### src/rtl/hd_scan_pkg.sv
// hd_scan_pkg: shared types and sizing helpers for the hd_scan_pipe scan pipeline.
package hd_scan_pkg;

    typedef enum logic [1:0] {
        MODE_HOLD,
        MODE_CAPTURE,
        MODE_SHIFT
    } mode_e;

    function automatic int chain_len(input int width, input int depth);
        return width * depth;
    endfunction

    // Shift counter spans 0..L-1; a one-bit chain still needs a one-bit counter.
    function automatic int cnt_width(input int width, input int depth);
        return (chain_len(width, depth) > 1) ? $clog2(chain_len(width, depth)) : 1;
    endfunction

endpackage

### src/rtl/hd_scan_stage.sv
// hd_scan_stage: one WIDTH-bit pipeline register with capture, hold and serial scan shift.
module hd_scan_stage
    import hd_scan_pkg::*;
#(
    parameter int WIDTH = 4
) (
    input  logic             CK,
    input  logic             RN,
    input  logic             i_sm,
    input  logic             i_en,
    input  logic             i_si,
    input  logic [WIDTH-1:0] i_d,
    output logic [WIDTH-1:0] o_q,
    output logic             o_so
);

    logic [WIDTH-1:0] r_q;
    logic [WIDTH-1:0] w_shift;
    mode_e            w_mode;

    assign w_mode = i_sm ? MODE_SHIFT : (i_en ? MODE_CAPTURE : MODE_HOLD);

    // Bit 0 takes the scan input; higher bits take their lower neighbour.
    generate
        if (WIDTH == 1) begin : g_one
            assign w_shift = i_si;
        end else begin : g_multi
            assign w_shift = {r_q[WIDTH-2:0], i_si};
        end
    endgenerate

    always_ff @(posedge CK) begin
        if (!RN)
            r_q <= '0;
        else if (w_mode == MODE_SHIFT)
            r_q <= w_shift;
        else if (w_mode == MODE_CAPTURE)
            r_q <= i_d;
    end

    assign o_q  = r_q;
    assign o_so = r_q[WIDTH-1];

endmodule

### src/rtl/hd_scan_pipe.sv
// hd_scan_pipe: DEPTH-stage scan-register pipeline with D/SD select, valid tracking and
// scan-pass completion pulse.
module hd_scan_pipe
    import hd_scan_pkg::*;
#(
    parameter int WIDTH = 4,
    parameter int DEPTH = 2
) (
    input  logic             CK,
    input  logic             RN,
    input  logic [WIDTH-1:0] D,
    input  logic [WIDTH-1:0] SD,
    input  logic             SE,
    input  logic             EN,
    input  logic             VI,
    input  logic             SM,
    input  logic             SI,
    output logic [WIDTH-1:0] Q,
    output logic             VO,
    output logic             SO,
    output logic             SDONE
);

    localparam int L  = chain_len(WIDTH, DEPTH);
    localparam int CW = cnt_width(WIDTH, DEPTH);
    localparam logic [CW-1:0] LAST = CW'(L - 1);

    logic [WIDTH-1:0] w_q [DEPTH];
    logic [DEPTH-1:0] w_so;
    logic [WIDTH-1:0] w_d0;
    logic [DEPTH-1:0] r_valid;
    logic [CW-1:0]    r_cnt;
    logic             r_sdone;

    assign w_d0 = SE ? SD : D;

    // Stage k captures stage k-1 and scans from its tail bit; stage 0 is fed from outside.
    for (genvar k = 0; k < DEPTH; k++) begin : g_stage
        logic [WIDTH-1:0] w_d;
        logic             w_si;
        if (k == 0) begin : g_head
            assign w_d  = w_d0;
            assign w_si = SI;
        end else begin : g_body
            assign w_d  = w_q[k-1];
            assign w_si = w_so[k-1];
        end
        hd_scan_stage #(.WIDTH(WIDTH)) u_stage (
            .CK   (CK),
            .RN   (RN),
            .i_sm (SM),
            .i_en (EN),
            .i_si (w_si),
            .i_d  (w_d),
            .o_q  (w_q[k]),
            .o_so (w_so[k])
        );
    end

    // Scanned contents are not functional data, so any shift invalidates the pipeline.
    always_ff @(posedge CK) begin
        if (!RN)
            r_valid <= '0;
        else if (SM)
            r_valid <= '0;
        else if (EN)
            r_valid <= DEPTH'({r_valid, VI});
    end

    always_ff @(posedge CK) begin
        if (!RN) begin
            r_cnt   <= '0;
            r_sdone <= 1'b0;
        end else begin
            r_sdone <= SM && (r_cnt == LAST);
            r_cnt   <= (!SM || r_cnt == LAST) ? '0 : r_cnt + 1'b1;
        end
    end

    assign Q     = w_q[DEPTH-1];
    assign VO    = r_valid[DEPTH-1];
    assign SO    = w_so[DEPTH-1];
    assign SDONE = r_sdone;

endmodule

### config.mk
export PLATFORM = sky130hd
export DESIGN_NAME = hd_scan_pipe
export DESIGN_NICKNAME = d
export VERILOG_FILES = /design/src/rtl/hd_scan_pkg.sv /design/src/rtl/hd_scan_stage.sv /design/src/rtl/hd_scan_pipe.sv
export SDC_FILE = /design/constraint.sdc
export NUM_CORES = 1
export LEC_CHECK = 0
export BUFFER_PORTS_ARGS = -buffer_cell sky130_fd_sc_hd__clkbuf_2
export CAP_MARGIN = 40
export CORE_MARGIN = 2
export CORE_UTILIZATION = 42
export CTS_BUF_LIST = sky130_fd_sc_hd__clkbuf_16
export CTS_CLUSTER_SIZE = 25
export DETAILED_ROUTE_END_ITERATION = 8
export PLACE_DENSITY = 0.83
export SYNTH_ARGS = -nofsm -noshare
export SYNTH_HDL_FRONTEND = slang
export SYNTH_SLANG_ARGS = --single-unit
### constraint.sdc
create_clock -name CK -period 0.95 [get_ports CK]
set_input_delay 0.2375 -clock CK [delete_from_list [all_inputs] [get_ports CK]]
set_output_delay 0.2375 -clock CK [all_outputs]
set_load 0.03 [all_outputs]
==> flow_metrics.tcl <==
set metrics [dict create \
    whs_ns 0.237 \
    place_area_sq_um 788 \
    cts_hold_buffers 0 \
    fill_cells 104 \
    rsz0062_at_grt "yes" \
    ys_top_cells_by_area "dfxtp_1, mux2i_1, nand2b_1" \
    async_flop_share_pct 0 \
    insertedDiodeCount 0 \
    initial_core_util_pct 43.9 \
    fp.dieW_microns 43.5 \
    synth_cells 60 \
    slowest_delay_ns 0.35 \
    setup_ws_ns -0.00472 \
    clk_latency_ns 0.24 \
    yosysUniqueCellTypes 19 \
    drc_errors 0 \
    final_hold_viol_count 0 \
    overflow 0 \
    route.met3.wl_microns 66 \
    syn_to_final_growth_pct 48.6 \
    track_usage_pct 15.6 \
    synth_top_family_by_area "simple AND/OR/NAND/NOR gates" \
    synth_mux_area_share_pct 17.8 \
    hpwl_microns 912 \
    critPathRequiredTime_ns 0.71 \
    antenna_found_initial 0 \
    cts_max_level 1 \
    maxSlewHeadroom_pct 84.4 \
    grt_pass1_vias 547 \
    clock_sinks 14 \
    critPathBufInv 1 \
    crit_family "flip-flops" \
    io-pin-count 22 \
    cp.arrival_ns 0.72 \
    syn_nets 77 \
    gp_congestion 0.758 \
    synth_top_area_cell "dfxtp_1" \
    m1WireLength_microns 554 \
    drt_first_pass_iters 4 \
    status "complete, but fails checks" \
    synth_adder_area_share_pct 3.82 \
    core.rowCount 14 \
    final_util_pct 65.3 \
    post_drt_wl_per_cell_microns 12.9 \
    cts_tree "built" \
    clk_pin_slew_ns 0.04 \
    ys_ff_latch 14 \
    crit_chain "buf_8" \
    drv_slew 0 \
    drv_cap 0 \
    critPathMaxFanout 3 \
    stdcell_area_sq_um 972 \
    dieArea_sq_um 1890 \
    coreArea_sq_um 1490 \
    clock_path_buffers 2 \
    power_mw 1.63 \
    avgSynthCellArea_sq_um 10.9 \
    drt_iter0_markers 3 \
    fin_skew_ns 0.00347 \
    vdd_drop_max_uv 1120 \
    layout-drive-gt1-share_pct 53.6 \
    cts_buffers 3 \
    synth_edf_count 0 \
    grt_pass1_wl_microns 2210 \
    critPathCaptureType "primary output" \
    nNetsFinal 103 \
    slowest_stage "dfxtp_4" \
    drt-vias-per-instance 5.37 \
    period_minus_slack_ns 0.955 \
    power_density_nw_per_um2 1680 \
    root_buffer "clkbuf_16" \
    period_share_pct 100 \
    dr.max_layer_used "met4" \
    start_kind "register" \
    synthSimpleGateAreaFrac_pct 18.5 \
    grt_max_degree 10 \
    syn_area_sq_um 654 \
    synth-compound-area-share_pct 11.5 \
    cts_setup_buffers 0 \
    leakage_nw 0.466 \
    synth_ff_type "dfxtp_1" \
    finalSetupViolations 2 \
    routed_wl_microns 1290 \
    synth_warnings 0 \
    vias 537 \
    timing.fmax_mhz 1050 \
    violations "setup timing" \
    worst_pin_slew_ns 0.234 \
    synth_top_area_share_pct 42.8 \
    hp-class "primary input to register" \
    die_h_microns 43.5 \
    ant_nets 0 \
    ys_seq_area_share_pct 42.8 \
    synth_xor_area_share_pct 0 \
    io_buffers 21 \
    worstSetupPathType "register to primary output" \
    setup_tns_ns -0.00931 \
    wl_met2_microns 647 \
]
==> layer usage <==
| metal | vias to the layer above | global-route usage (%) |
|---|---|---|
| met5 | - | 0 |
| met4 | 0 | 9.09 |
| met3 | 4 | 5.42 |
| met2 | 10 | 25.4 |
| met1 | 255 | 17.7 |
| li1 | 268 | - |
==> area by class of cell <==
cell class	instances	area [sq um]	share of cell area, %
Timing Repair Buffer	26	211	21.8
Clock buffer	3	75.1	7.72
Tap cell	16	20.0	2.06
Sequential cell	14	293	30.1
Multi-Input combinational cell	41	373	38.4
==> worst paths after layout <==
kind / endpoint / cells past startpoint / start / slack [ns]
setup / recovery: SO / 1 / g_stage[1].u_stage.o_q[3] / -0.005
hold / removal: r_valid[0] / 3 / VI / 0.24
setup reg to reg: r_cnt[2] / 3 / r_cnt[0] / 0.01
hold reg to reg: r_cnt[0] / 1 / r_cnt[0] / 0.43
==> flip-flops by register name (all words and copies together), names as in the netlist <==
| signal | flops |
|---|---|
| r_cnt | 3 |
| SDONE | 1 |
| r_valid | 2 |
| g_stage.u_stage.o_q | 8 |
==> synth_stat cells (2+ instances only) <==
cell / n
buf_4: 2
dfxtp_1: 14
ha_1: 2
mux2_4: 3
mux2i_1: 6
nand2b_1: 9
nand3_1: 4
nor2_1: 2
nor3b_1: 2
o211a_1: 4
o221ai_1: 4
==> cells by family after synthesis <==
logic type,after synthesis
buffers and inverters,5
DFF,14
and+or+nand+nor,21
muxes,10
adders and majority gates,2
AOI/OAI and AO/OA,8
==> cell usage in the layout, fill, tap and decap left out, types with 2 or more instances in the layout <==
master     synthesis  final
dfxtp_1           14      6
mux2_4             3      3
dfxtp_2            0      7
o221ai_1           4      4
mux2i_1            6      6
nor2_1             2      2
nand3_1            4      4
nor3b_2            0      2
nand2b_1           9      9
ha_4               0      2
buf_8              0      6
o211a_1            4      4
clkbuf_16          0      3
clkbuf_2           1     14
buf_4              2      5
==> what timing repair did <==
item	in CTS	in global routing
pin swaps	0	1
endpoints found under the hold margin	0	0
endpoints found under the setup margin	9	11
gates cloned	0	0
gates resized for setup	15	15
==> power breakdown <==
group / switching [mW] / leakage, nW / internal [mW] / total (mW)
logic: 0.0980 / 0.311 / 0.127 / 0.225
registers: 0.0271 / 0.118 / 0.620 / 0.647
clock network: 0.209 / 0.0370 / 0.548 / 0.757
total: 0.334 / 0.466 / 1.29 / 1.63
==> metrics by stage <==
stage / std cells / setup WS, ns
5_1_grt: 100 / -0.0252
6_report: 100 / -0.00472
3_3_place_gp: 97 / -0.106
2_1_floorplan: 60 / 0.00155
3_5_place_dp: 97 / -0.132
4_1_cts: 100 / -0.0290
Note: power is estimated with default switching activity, not from simulation.
